### config.mk
export PLATFORM = sky130hd
export DESIGN_NAME = dm_access_unit
export DESIGN_NICKNAME = d
export VERILOG_FILES = /design/src/rtl/dm_access_pkg.sv /design/src/rtl/dm_lane_align.sv /design/src/rtl/dm_access_unit.sv
export SDC_FILE = /design/constraint.sdc
export NUM_CORES = 1
export LEC_CHECK = 0
export ABC_CLOCK_PERIOD_IN_PS = 3900
export BUFFER_PORTS_ARGS = -buffer_cell sky130_fd_sc_hd__buf_2
export CAP_MARGIN = 40
export CORE_ASPECT_RATIO = 0.7
export CORE_MARGIN = 8
export CORE_UTILIZATION = 45
export CTS_CLUSTER_DIAMETER = 200
export CTS_CLUSTER_SIZE = 16
export DETAILED_ROUTE_END_ITERATION = 7
export PLACE_DENSITY_LB_ADDON = 0.08
export SLEW_MARGIN = 30
export SYNTH_ARGS = -nofsm -noshare
export SYNTH_HDL_FRONTEND = slang
export SYNTH_SLANG_ARGS = --single-unit
export TNS_END_PERCENT = 5
### constraint.sdc
create_clock -name clk -period 3.9 [get_ports clk]
set_input_delay 0.585 -clock clk [delete_from_list [all_inputs] [get_ports clk]]
set_output_delay 0.585 -clock clk [all_outputs]
set_load 0.005 [all_outputs]
### src/rtl/dm_access_pkg.sv
// Shared definitions for the MEM-stage data-memory access unit:
// FSM state encodings, access-size codes, lane widths and the
// alignment helpers used by the top-level request decode.
package dm_access_pkg;

   // FSM state encodings
   localparam logic [2:0] ST_IDLE = 3'd0;
   localparam logic [2:0] ST_RD   = 3'd1;
   localparam logic [2:0] ST_CAP  = 3'd2;
   localparam logic [2:0] ST_WR   = 3'd3;
   localparam logic [2:0] ST_DONE = 3'd4;

   // Access sizes; code 3 behaves as a word everywhere
   localparam logic [1:0] SZ_BYTE = 2'd0;
   localparam logic [1:0] SZ_HALF = 2'd1;
   localparam logic [1:0] SZ_WORD = 2'd2;

   // Lane widths
   localparam int BYTE_W = 8;
   localparam int HALF_W = 16;

   // True when the byte offset is not a multiple of the access size
   function automatic logic is_misaligned(input logic [1:0] size, input logic [1:0] off);
      case (size)
         SZ_BYTE: return 1'b0;
         SZ_HALF: return off[0];
         default: return (off != 2'b00);
      endcase
   endfunction

   // Clears the offset bits below the access size
   function automatic logic [1:0] force_align(input logic [1:0] size, input logic [1:0] off);
      case (size)
         SZ_BYTE: return off;
         SZ_HALF: return {off[1], 1'b0};
         default: return 2'b00;
      endcase
   endfunction

endpackage

### src/rtl/dm_lane_align.sv
// Combinational byte-lane steering for the access unit (little-endian).
// ld_result: lane of rd_word selected by offset/size, zero- or sign-extended.
// st_merged: rd_word with the low byte/half of st_data placed in its lane;
//            a word store simply passes st_data through.
module dm_lane_align
   import dm_access_pkg::*;
(
   input  logic [31:0] rd_word,
   input  logic [31:0] st_data,
   input  logic [1:0]  offset,
   input  logic [1:0]  size,
   input  logic        sign,
   output logic [31:0] ld_result,
   output logic [31:0] st_merged
);

   function automatic logic [31:0] load_extract(input logic [31:0] word, input logic [1:0] off,
                                                input logic [1:0] sz, input logic sgn);
      logic [BYTE_W-1:0] b;
      logic [HALF_W-1:0] h;
      logic [31:0]       r;
      b = word[{off, 3'b000} +: BYTE_W];
      h = off[1] ? word[31:16] : word[15:0];
      case (sz)
         SZ_BYTE: r = {{(32-BYTE_W){sgn & b[BYTE_W-1]}}, b};
         SZ_HALF: r = {{(32-HALF_W){sgn & h[HALF_W-1]}}, h};
         default: r = word;
      endcase
      return r;
   endfunction

   function automatic logic [31:0] store_merge(input logic [31:0] old_word, input logic [31:0] new_data,
                                               input logic [1:0] off, input logic [1:0] sz);
      logic [31:0] r;
      r = old_word;
      case (sz)
         SZ_BYTE: r[{off, 3'b000} +: BYTE_W] = new_data[BYTE_W-1:0];
         SZ_HALF: begin
            if (off[1]) r[31:16] = new_data[HALF_W-1:0];
            else        r[15:0]  = new_data[HALF_W-1:0];
         end
         default: r = new_data;
      endcase
      return r;
   endfunction

   // Both lane paths are pure decode of the inputs
   always_comb begin
      ld_result = load_extract(rd_word, offset, size, sign);
      st_merged = store_merge(rd_word, st_data, offset, size);
   end

endmodule

### src/rtl/dm_access_unit.sv
// MEM-stage initiator for the single-port data memory. One request in
// flight; sub-word stores run read-modify-write. Read and write strobes
// are decoded from distinct states so they can never overlap.
// Handshake: a request is taken at the rising edge where req_valid and
// req_ready are both high; req_ready is high only in IDLE. resp_valid is a
// one-cycle pulse in DONE and qualifies resp_err; resp_rdata holds the
// load result (0 for stores and errors).
// Build option: DM_ACCESS_MISALIGN_CHK_EN enables misalignment detection
// with an error response; without it the access is force-aligned.
module dm_access_unit
   import dm_access_pkg::*;
#(
   parameter int DM_ADDR_W = 16,
   parameter int DATA_W    = 32
) (
   input  logic                 clk,
   input  logic                 rst,
   input  logic                 req_valid,
   output logic                 req_ready,
   input  logic                 req_we,
   input  logic [1:0]           req_size,
   input  logic                 req_sign,
   input  logic [31:0]          req_addr,
   input  logic [DATA_W-1:0]    req_wdata,
   output logic                 resp_valid,
   output logic [DATA_W-1:0]    resp_rdata,
   output logic                 resp_err,
   output logic                 DM_read,
   output logic                 DM_write,
   output logic [DM_ADDR_W-1:0] DM_addr,
   output logic [DATA_W-1:0]    DM_in,
   input  logic [DATA_W-1:0]    DM_out
);

   logic [2:0]           state_q, state_d;
   logic [DM_ADDR_W+1:0] addr_q, addr_d;
   logic [1:0]           size_q, size_d;
   logic                 sign_q, sign_d;
   logic                 we_q, we_d;
   logic [DATA_W-1:0]    wbuf_q, wbuf_d;
   logic [DATA_W-1:0]    rdata_q, rdata_d;
   logic                 err_q, err_d;

   logic                 req_mis;
   logic [1:0]           req_off;
   logic [DATA_W-1:0]    ld_result, st_merged;
   logic                 unused_addr_hi;

   assign unused_addr_hi = ^req_addr[31:DM_ADDR_W+2];

`ifdef DM_ACCESS_MISALIGN_CHK_EN
   assign req_mis = is_misaligned(req_size, req_addr[1:0]);
   assign req_off = req_addr[1:0];
`else
   assign req_mis = 1'b0;
   assign req_off = force_align(req_size, req_addr[1:0]);
`endif

   dm_lane_align u_lane_align (
      .rd_word   (DM_out),
      .st_data   (wbuf_q),
      .offset    (addr_q[1:0]),
      .size      (size_q),
      .sign      (sign_q),
      .ld_result (ld_result),
      .st_merged (st_merged)
   );

   // Next-state and datapath-register update for the access sequence
   always_comb begin
      state_d = state_q;
      addr_d  = addr_q;
      size_d  = size_q;
      sign_d  = sign_q;
      we_d    = we_q;
      wbuf_d  = wbuf_q;
      rdata_d = rdata_q;
      err_d   = err_q;
      case (state_q)
         ST_IDLE: begin
            if (req_valid) begin
               addr_d  = {req_addr[DM_ADDR_W+1:2], req_off};
               size_d  = req_size;
               sign_d  = req_sign;
               we_d    = req_we;
               wbuf_d  = req_wdata;
               rdata_d = '0;
               err_d   = req_mis;
               if (req_mis)
                  state_d = ST_DONE;
               else if (!req_we || req_size == SZ_BYTE || req_size == SZ_HALF)
                  state_d = ST_RD;
               else
                  state_d = ST_WR;
            end
         end
         ST_RD:   state_d = ST_CAP;
         ST_CAP: begin
            // DM_out is valid here: finish a load or build the RMW word
            if (we_q) begin
               wbuf_d  = st_merged;
               state_d = ST_WR;
            end else begin
               rdata_d = ld_result;
               state_d = ST_DONE;
            end
         end
         ST_WR:   state_d = ST_DONE;
         ST_DONE: state_d = ST_IDLE;
         default: state_d = ST_IDLE;
      endcase
   end

   // State and request registers; reset aborts any access in progress
   always_ff @(posedge clk or posedge rst) begin
      if (rst) begin
         state_q <= ST_IDLE;
         addr_q  <= '0;
         size_q  <= SZ_BYTE;
         sign_q  <= 1'b0;
         we_q    <= 1'b0;
         wbuf_q  <= '0;
         rdata_q <= '0;
         err_q   <= 1'b0;
      end else begin
         state_q <= state_d;
         addr_q  <= addr_d;
         size_q  <= size_d;
         sign_q  <= sign_d;
         we_q    <= we_d;
         wbuf_q  <= wbuf_d;
         rdata_q <= rdata_d;
         err_q   <= err_d;
      end
   end

   // Outputs decoded from the registered state
   always_comb begin
      req_ready  = (state_q == ST_IDLE);
      resp_valid = (state_q == ST_DONE);
      resp_err   = err_q & (state_q == ST_DONE);
      resp_rdata = rdata_q;
      DM_read    = (state_q == ST_RD);
      DM_write   = (state_q == ST_WR);
      DM_addr    = addr_q[DM_ADDR_W+1:2];
      DM_in      = (state_q == ST_WR) ? wbuf_q : '0;
   end

   a_no_rd_wr_overlap: assert property (@(posedge clk) disable iff (rst) !(DM_read && DM_write));

endmodule

==> qor.csv, run 1 <==
stage,metric,value,unit
worst_setup_path,critical path class,reg2out,
global_routing,busiest grt layer,met2,
synthesis,Synth top cells by count,"dfrtp_1 (89), nand2_1 (44), and2_1 (34)",
floorplanning,Ports,188,
cells_and_area,fin cells,811,
worst_setup_path,Worst R2R Setup Slack,1550,ps
worst_setup_path,Critical Path RT,3310,ps
route,iteration-0 DRC count of the detailed router,347,
cells_and_area,fraction of layout cells with a size suffix above 1,36.2,%
synthesis,post-synth cell types,51,
global_routing,vias in the first global route,4640,
worst_setup_path,Crit Reg-Reg Startpoint,size_q[1],
worst_setup_path,crit-path max FO,34,
synthesis,"top cells by area, synth","dfrtp_1 (43%), mux2_2 (5.7%), mux2i_1 (4.5%), a221oi_1 (4.2%), and2_1 (4.1%)",
clock_tree,total CTS buffers,9,
clock_tree,"Reg clk slew, reported paths",60,ps
sta,post-layout min period,2450,ps
synthesis,YS warnings,0,
clock_tree,TritonCTS Sinks,89,
synthesis,post-synth top area share,43.2,%
global_routing,GRT Util Overall,22.4,%
synthesis,"count leader, synth",dfrtp_1,
sta,Min Hold Slack,267,ps
cells_and_area,nets@finish,761,
worst_setup_path,data arrival time of the critical path,1860,ps
clock_tree,CTS tree,done,
cells_and_area,P&R area growth vs syn,22.0,%
global_routing,global routing usage on met1,31.6,%
placed_design,Port Buffers,172,
floorplanning,die width,144,um
worst_setup_path,CP endpoint kind,primary output,
sta,Peak Freq,409,MHz
synthesis,main flop type after synthesis,dfrtp_1,
route,DRC viols,0,
synthesis,Mean Syn Cell Area,9.95,um2
sta,PnR worst setup slack,1450,ps
synthesis,Async SR Flop Fraction,100,%
worst_hold_path,Hold/Removal Path Class,in2async,
pwr,Power per Cell Area,771,mW/mm2
run,MaxCap Viol Count,0,
worst_setup_path,R2R cell count,5,
sta,final setup violation count,0,
status,status,"complete, no violations",
sta,final hold violations,0,
placed_design,hpwl dp,12.8,mm
synthesis,syn_nets,626,
route,vias post-DR,4594,
sta,total negative slack,0,ps
clock_tree,CTS Buffer Depth,2,
floorplanning,core area,0.0111,mm2
global_routing,GR Layer Usage met3,5.54,%
worst_setup_path,Worst setup SP type,flip-flop,
global_routing,pin count of the biggest net entering global routing,40,
route,WL per Instance,20.8,um
clock_tree,Post-CTS Setup Bufs,0,
placed_design,routability congestion estimate,0.826,
synthesis,Cells after Synth,518,
floorplanning,Die ar.,0.0152,mm2
clock_tree,Skew-Pair Late Insertion Delay,340,ps
sta,max-slew violation count,0,
global_routing,initial antenna violation count,0,
clock_tree,number of hold buffers added after CTS,0,
global_routing,first-pass GRT wire length,26.6,mm
route,drt total wl,16.9,mm
route,Vias/cell,5.66,
synthesis,synthesized cell area,0.00515,mm2
floorplanning,Die H,106,um
worst_setup_path,r2r endpoint,wbuf_q[5],
sta,Clock Skew,7.44,ps
clock_tree,clock root cell,clkbuf_16,
sta,RSZ-0062 raised after global routing,no,
pwr,Leakage Power,3.07,nW
placed_design,Setup WS pre-CTS,1560,ps
global_routing,grt total ovfl,0,
synthesis,Post-synth EDFFs,0,
floorplanning,starting density of the core,46.5,%
sta,final worst-path cycle share,62.8,%
route,1st-pass router iterations,5,
sta,Worst-Margin Slew,796,ps
synthesis,sequential area share after synthesis,43.2,%
route,Antenna Nets Post-Route,0,
synthesis,largest area contributor in the netlist,dfrtp_1,
pwr,Max VDD drop,0.292,mV
placed_design,Cells after DPL,795,
clock_tree,CTS H-Tree Depth,3,
sta,worst slew margin relative to its limit,46.9,%
pwr,Tot Pwr,4.84,mW
synthesis,Synth Register Bits,89,
floorplanning,cell row count,32,
clock_tree,post_cts resized,0,
global_routing,met2 Use GR,34.3,%
per-stage QoR:
stage | utilization, % | instance area, um2
detailed placement | 53.9 | 5970
floorplan | - | 5150
global route | 56.7 | 6280
CTS | 56.7 | 6280
finish | 56.7 | 6290
global placement | 53.5 | 5940
cell type report:
cell class / instances / area (um2)
inverters: 7 / 27.5
diodes: 1 / 2.50
multi-input cells: 360 / 2550
clock buffers: 12 / 246
repair buffers: 186 / 978
well taps: 153 / 191
flip-flops and latches: 89 / 2230
clock inverters: 3 / 65.1
fillers: 1031 / 4800
where the power goes:
group          internal, mW  switching [mW]  leakage (nW)
clock network         0.575           0.356         0.153
registers              1.34           0.394          1.11
logic                  1.01            1.17          1.81
total                  2.93            1.92          3.07
routing by layer:
layer,up-vias,wire (um)
met2,158,7430
li1,2173,-
met1,2253,8030
met4,0,129
met5,-,0
met3,10,1290
sequential cells by signal, summed over array words and instances (netlist names):
| register | cells |
|---|---|
| we_q | 1 |
| size_q | 2 |
| sign_q | 1 |
| resp_rdata | 32 |
| state_q | 3 |
| wbuf_q | 32 |
| addr_q | 18 |
worst max-delay path by stage:
stage	depth (start not counted)	endpoint	from	slack [ps]
after floorplan	1	addr_q[0]	rst	1010
after global placement	3	wbuf_q[10]	size_q[1]	1570
after detailed placement	6	wbuf_q[5]	req_valid	1560
after CTS	3	DM_in[9]	state_q[1]	1440
after global routing	3	DM_in[9]	state_q[1]	1310
final	3	DM_in[2]	state_q[1]	1450
worst max-delay path, stage by stage, from the launching register on:
cell,delay (ps)
dfrtp_1,580
and3b_2,590
and2_1,210
buf_2,130
placed cells by master, fill, tap and decap left out, types with 5 or more instances in the layout:
cell       Yosys  layout
and3_1         6       6
o31ai_1        8       8
dfrtp_1       89      89
mux2_2        26      26
and2_1        34      34
inv_1          7       6
clkbuf_16      0       9
nor2_1        32      32
a21oi_1       13      13
a31oi_1       17      17
a211o_1       19      19
a221o_2        6       6
a221oi_1      25      25
nand2_1       44      44
buf_2         11     173
ha_1           5       5
nor2b_1        7       6
a22o_1         9       9
a221o_1       10      10
o21ai_0       30      30
mux2i_1       23      23
buf_4         17      11
cell families (layout without fill, tap and decap cells):
logic type / after synthesis / after routing / share of synthesized area (%)
muxes: 49 / 49 / 10.2
other: 1 / 2 / 0.0728
AOI/OAI and AO/OA: 156 / 156 / 22.5
buffers and inverters: 69 / 208 / 7.43
adders and majority gates: 5 / 5 / 1.21
and+or+nand+nor: 149 / 149 / 15.4
DFF: 89 / 89 / 43.2
Note: power is estimated with default switching activity, not from simulation.
==> inputs of run 2 (changes only) <==
--- a/config.mk
+++ b/config.mk
@@ -5,7 +5,7 @@
 export SDC_FILE = /design/constraint.sdc
 export NUM_CORES = 1
 export LEC_CHECK = 0
-export ABC_CLOCK_PERIOD_IN_PS = 3900
+export ABC_CLOCK_PERIOD_IN_PS = 2200
 export BUFFER_PORTS_ARGS = -buffer_cell sky130_fd_sc_hd__buf_2
 export CAP_MARGIN = 40
 export CORE_ASPECT_RATIO = 0.7
==> constraint.sdc (replaced) <==
create_clock -name clk -period 2.2 [get_ports clk]
set_input_delay 0.33 -clock clk [delete_from_list [all_inputs] [get_ports clk]]
set_output_delay 0.33 -clock clk [all_outputs]
set_load 0.005 [all_outputs]
==> run 2 against run 1 <==
  * Utilization is 0.97 points higher
  * Combinational power is 92% higher
  * Register-to-register slack worse by 1400 ps
  * Critical path depth is 4 higher
  * Routed wire length is 1.6% higher
  * Die area stayed put
  * First-iteration DRC count is 5.8% lower
  * Largest power group unchanged
  * Sequential share of layout area is 0.60 points lower
  * Critical endpoint is now wbuf_q[30]
  * Design area is 1.7% higher
  * Global-route usage is 0.31 points higher
  * Flip-flop and latch count stayed put
  * Clock power is 63% higher
==> qor.csv, run 2 (same netlist as run 1, synthesis figures left out) <==
stage,metric,value,unit,change
worst_setup_path,worst setup path endpoint,wbuf_q[30],,
worst_setup_path,Worst setup SP type,flip-flop,,
clock_tree,number of hold buffers added after CTS,0,,unchanged
clock_tree,clock root cell,clkbuf_16,,
global_routing,initial antenna violation count,0,,unchanged
pwr,Power per Cell Area,1360,mW/mm2,+76%
floorplanning,die width,144,um,unchanged
global_routing,pin count of the biggest net entering global routing,90,,+130%
route,WL per Instance,20.8,um,-0.24%
sta,final hold violations,0,,unchanged
worst_setup_path,CP Depth,7,,+4
sta,Worst-Margin Slew,507,ps,-288 ps
clock_tree,"Reg clk slew, reported paths",60,ps,about the same
worst_setup_path,CP endpoint kind,flip-flop,,
sta,worst slew margin relative to its limit,66.2,%,+19 points
sta,RSZ-0062 raised after global routing,no,,
clock_tree,Skew-Pair Late Insertion Delay,350,ps,about the same
sta,Peak Freq,498,MHz,
worst_setup_path,Critical Path RT,2460,ps,-850 ps
worst_setup_path,Crit Reg-Reg Startpoint,addr_q[1],,
placed_design,hpwl dp,13.1,mm,+2.2%
pwr,Leakage Power,3.13,nW,+1.9%
pwr,Max VDD drop,0.513,mV,+76%
worst_hold_path,Hold/Removal Path Class,in2async,,
placed_design,Port Buffers,172,,unchanged
worst_setup_path,Crit path largest cell delay,450,ps,-140 ps
cells_and_area,fraction of layout cells with a size suffix above 1,38.2,%,+2.0 points
cells_and_area,nets@finish,776,,+2.0%
worst_setup_path,CP startpoint,addr_q[1],,
global_routing,vias in the first global route,4769,,+2.8%
floorplanning,cell row count,32,,unchanged
route,drt total wl,17.1,mm,+1.6%
worst_setup_path,slowest CP cell,dfrtp_1,,
route,vias post-DR,4732,,+3.0%
cells_and_area,most used cells in the layout excluding fill and tap cells,"buf_2 (172), dfrtp_1 (89), nand2_1 (44), and2_1 (34), nor2_1 (32)",,
clock_tree,CTS Buffer Depth,2,,unchanged
sta,max-slew violation count,0,,unchanged
clock_tree,total CTS buffers,9,,unchanged
global_routing,grt total ovfl,0,,unchanged
worst_setup_path,data arrival time of the critical path,2270,ps,+410 ps
sta,Clock Skew,7.23,ps,-0.213 ps
cells_and_area,# diodes,0,,-1
worst_setup_path,CP top delay family,compound AO/OA/AOI/OAI gates,,
global_routing,GRT Util Overall,22.8,%,+0.31 points
worst_setup_path,Bufs and invs on worst path,2,,+1
cells_and_area,"commonest non-fill, non-tap cell in the layout",buf_2,,
floorplanning,Ports,188,,unchanged
sta,total negative slack,0,ps,unchanged
worst_setup_path,crit path cell chain,inv_1 -> ha_1 -> nor4bb_1 -> buf_4 -> a221oi_1 -> a211o_1 -> a31oi_1,,
clock_tree,TritonCTS Sinks,89,,unchanged
clock_tree,post_cts resized,0,,unchanged
worst_setup_path,R2R cell count,7,,+2
clock_tree,Post-CTS Setup Bufs,0,,unchanged
cells_and_area,fill cell count,1041,,+0.97%
run,MaxCap Viol Count,0,,unchanged
worst_setup_path,r2r endpoint,wbuf_q[30],,
clock_tree,CTS H-Tree Depth,3,,unchanged
sta,final setup violation count,0,,unchanged
placed_design,routability congestion estimate,0.882,,+6.8%
cells_and_area,final core utilization,57.7,%,+0.97 points
worst_setup_path,crit-path max FO,8,,-76%
sta,final worst-path cycle share,91.2,%,
status,status,"complete, no violations",,
floorplanning,core area,0.0111,mm2,unchanged
route,Antenna Nets Post-Route,0,,unchanged
route,1st-pass router iterations,4,,-1
cells_and_area,P&R area growth vs syn,24.1,%,
floorplanning,Die ar.,0.0152,mm2,unchanged
route,iteration-0 DRC count of the detailed router,327,,-5.8%
global_routing,first-pass GRT wire length,26.7,mm,+0.41%
route,DRC viols,0,,unchanged
floorplanning,Die H,106,um,unchanged
worst_setup_path,Worst R2R Setup Slack,190,ps,-1360 ps
worst_setup_path,critical path class,reg2reg,,
route,Vias/cell,5.73,,+1.1%
clock_tree,CTS tree,done,,
sta,post-layout min period,2010,ps,
floorplanning,starting density of the core,46.5,%,unchanged
-- run 2: power breakdown --
group | switching, mW | total (mW) | internal (mW) | leakage, nW
logic | 2.23 | 4.18 | 1.95 | 1.88
registers | 0.609 | 2.99 | 2.38 | 1.11
clock network | 0.682 | 1.52 | 0.834 | 0.139
total | 3.52 | 8.68 | 5.16 | 3.13
-- run 2: worst min-delay path by stage --
stage,depth (start not counted),from,end
2_1_floorplan,2,req_size[0],size_q[0]
3_3_place_gp,2,resp_rdata[13],resp_rdata[13]
3_5_place_dp,2,resp_rdata[15],resp_rdata[15]
4_1_cts,3,rst,addr_q[7]
5_1_grt,3,rst,addr_q[5]
6_report,3,rst,addr_q[10]
-- run 2: worst reg2reg max path: cells and delay by family, from the launching register on --
| kind | cells | cell delay [ps] |
|---|---|---|
| adder cells (fa/ha/maj) | 1 | 320 |
| flip-flops | 1 | 450 |
| buffers and inverters | 2 | 310 |
| AND/OR/NAND/NOR | 1 | 290 |
| AO/OA/AOI/OAI | 3 | 570 |
-- run 2: area by class of cell --
cell class	count	area, um2	share of cell area, %
inverter	7	30.0	0.470
clock buffer	11	253	3.95
timing repair buffer	201	1100	17.3
sequential	89	2230	34.8
multi-input combinational	360	2550	39.9
tap	153	191	2.99
clock inverter	5	37.5	0.587
-- run 2: routing by layer --
metal | routed length (um) | share of wire [%] | global-route usage [%] | up-vias
met5 | 0 | 0 | 0 | -
met4 | 221 | 1.3 | 5.91 | 0
met3 | 1450 | 8.5 | 5.81 | 19
met2 | 7780 | 45 | 35.3 | 199
met1 | 7690 | 45 | 31.0 | 2315
li1 | - | - | - | 2199
-- run 2: metrics by stage --
step                power, mW  cell area, um2  hold WS (ps)  instances  setup WS (ps)
floorplan                5.78            5160           447        518            119
global placement         7.07            6100           466        810           72.9
detailed placement       7.19            6100           469        810           41.0
CTS                      8.72            6390           150        826           26.5
global route             9.33            6390           161        826           59.5
finish                   8.68            6390           115        826            193
==> inputs of run 3 (changes only) <==
--- a/config.mk
+++ b/config.mk
@@ -14,7 +14,8 @@
 export CTS_CLUSTER_DIAMETER = 200
 export CTS_CLUSTER_SIZE = 16
 export DETAILED_ROUTE_END_ITERATION = 7
-export PLACE_DENSITY_LB_ADDON = 0.08
+export PLACE_DENSITY = 0.82
+export SETUP_SLACK_MARGIN = 0.15
 export SLEW_MARGIN = 30
 export SYNTH_ARGS = -nofsm -noshare
 export SYNTH_HDL_FRONTEND = slang
==> run 3 against run 2 <==
  * Register-to-register slack better by 30 ps
  * Clock power is 16% higher
  * Sequential power is 1% higher
  * Combinational power is 2% lower
  * Sequential share of layout area is 0.18 points lower
  * Non-clock buffer count is 6 lower
  * Fmax is 0.22% higher
  * Die area stayed put
  * Flip-flop and latch count stayed put
  * Critical path type is now reg2out
  * Highest routed layer unchanged
==> qor.csv, run 3 (same netlist as run 1, synthesis figures left out) <==
stage,metric,value,unit,change
sta,Min Hold Slack,118,ps,+3.79 ps
floorplanning,starting density of the core,46.5,%,unchanged
pwr,Power per Cell Area,1380,mW/mm2,+1.9%
placed_design,routability congestion estimate,0.896,,+1.6%
cells_and_area,fin cells,822,,-0.48%
global_routing,GRT Util Overall,22.0,%,-0.78 points
sta,Clock Skew,8.91,ps,+1.68 ps
floorplanning,Die H,106,um,unchanged
cells_and_area,nets@finish,771,,-0.64%
clock_tree,number of hold buffers added after CTS,0,,unchanged
route,DRC viols,0,,unchanged
floorplanning,Die ar.,0.0152,mm2,unchanged
route,Vias/cell,5.90,,+2.9%
status,status,"complete, no violations",,
sta,post-layout min period,2000,ps,-4.40 ps
floorplanning,die width,144,um,unchanged
placed_design,Cells after DPL,804,,-0.74%
cells_and_area,"commonest non-fill, non-tap cell in the layout",buf_2,,
clock_tree,CTS tree,done,,
clock_tree,TritonCTS Sinks,89,,unchanged
route,WL per Instance,20.5,um,-1.1%
global_routing,initial antenna violation count,1,,+1
placed_design,Port Buffers,172,,unchanged
sta,max-slew violation count,0,,unchanged
floorplanning,cell row count,32,,unchanged
route,Antenna Nets Post-Route,0,,unchanged
route,iteration-0 DRC count of the detailed router,417,,+28%
route,1st-pass router iterations,5,,+1
pwr,Leakage Power,3.13,nW,+0.29%
clock_tree,total CTS buffers,9,,unchanged
worst_setup_path,CP top delay family,simple AND/OR/NAND/NOR gates,,
run,MaxCap Viol Count,0,,unchanged
worst_setup_path,data arrival time of the critical path,1670,ps,-600 ps
placed_design,hpwl dp,12.7,mm,-3.0%
clock_tree,clock root cell,clkbuf_16,,
sta,total negative slack,0,ps,unchanged
worst_setup_path,Crit path largest cell delay,450,ps,about the same
worst_setup_path,slowest CP cell,dfrtp_1,,
floorplanning,Ports,188,,unchanged
worst_setup_path,crit path cell chain,buf_4 -> and3b_2 -> and2_1 -> buf_2,,
worst_setup_path,Worst setup SP type,flip-flop,,
worst_setup_path,Critical Path RT,1870,ps,-590 ps
worst_setup_path,critical path class,reg2out,,
worst_hold_path,Hold/Removal Path Class,in2async,,
global_routing,grt total ovfl,0,,unchanged
global_routing,vias in the first global route,4928,,+3.3%
route,drt total wl,16.9,mm,-1.5%
floorplanning,core area,0.0111,mm2,unchanged
sta,final setup violation count,0,,unchanged
sta,RSZ-0062 raised after global routing,yes,,
cells_and_area,final core utilization,58.0,%,+0.29 points
clock_tree,CTS Buffer Depth,2,,unchanged
sta,Worst-Margin Slew,661,ps,+153 ps
global_routing,pin count of the biggest net entering global routing,90,,unchanged
global_routing,first-pass GRT wire length,26.2,mm,-2.1%
pwr,Max VDD drop,0.578,mV,+13%
clock_tree,Skew-Pair Late Insertion Delay,350,ps,about the same
worst_setup_path,CP endpoint kind,primary output,,
worst_setup_path,crit-path max FO,17,,+9
worst_setup_path,Bufs and invs on worst path,2,,unchanged
clock_tree,"Reg clk slew, reported paths",60,ps,about the same
cells_and_area,P&R area growth vs syn,24.7,%,
sta,worst slew margin relative to its limit,56.0,%,-10 points
sta,final worst-path cycle share,91.0,%,-0.20 points
sta,final hold violations,0,,unchanged
sta,Peak Freq,499,MHz,+0.22%
cells_and_area,most used cells in the layout excluding fill and tap cells,"buf_2 (173), dfrtp_1 (89), nand2_1 (44), and2_1 (34), nor2_1 (32)",,
cells_and_area,fraction of layout cells with a size suffix above 1,37.6,%,-0.56 points
clock_tree,CTS H-Tree Depth,3,,unchanged
route,vias post-DR,4846,,+2.4%
[run 3: tightest hold or removal path, cell delays in order]
cell and delay (ps):
buf_2 110, clkinvlp_4 70, buf_12 380
[run 3: worst paths after layout]
path,from,end,slack (ps),depth (start not counted)
max in group asynchronous,rst,addr_q[1],1730,3
max,state_q[1],DM_in[9],200,4
min,rst,addr_q[10],120,3
max reg2reg,size_q[0],resp_rdata[9],220,4
min in group clk,req_sign,sign_q,220,2
min reg2reg,resp_rdata[0],resp_rdata[0],490,2
[run 3: layout make-up]
| class | instances | area (um2) |
|---|---|---|
| Antenna cell | 2 | 5.00 |
| Clock buffer | 9 | 225 |
| Fill cell | 962 | 4660 |
| Inverter | 7 | 30.0 |
| Tap cell | 153 | 191 |
| Timing Repair Buffer | 195 | 1070 |
| Clock inverter | 6 | 116 |
| Sequential cell | 89 | 2230 |
| Multi-Input combinational cell | 361 | 2560 |
[run 3: repair_timing]
action	in CTS	in global routing
pin swaps	0	0
cloned	0	1
setup endpoints to repair	32	38
setup buffers	0	0
gates resized for setup	1	2
[run 3: through the flow]
stage	worst slack (ps)	power [mW]	area [um2]
finish	197	8.89	6430
global placement	304	6.89	6060
floorplan	119	5.78	5160
CTS	154	8.88	6410
detailed placement	286	7.09	6070
global route	109	9.52	6420
[run 3: report_power, final]
part           switching, mW  internal [mW]  total, mW
combinational           2.20           1.90       4.11
clock                  0.652           1.11       1.76
sequential             0.646           2.38       3.03
total                   3.50           5.40       8.89
[run 3: layer usage]
metal	track usage [%]	share of wire, %	vias to the layer above	routed length [um]
met5	0	0	-	0
met4	7.11	2.0	0	344
met3	7.53	12	30	1970
met2	34.0	44	266	7490
met1	28.3	42	2356	7070
li1	-	-	2194	-
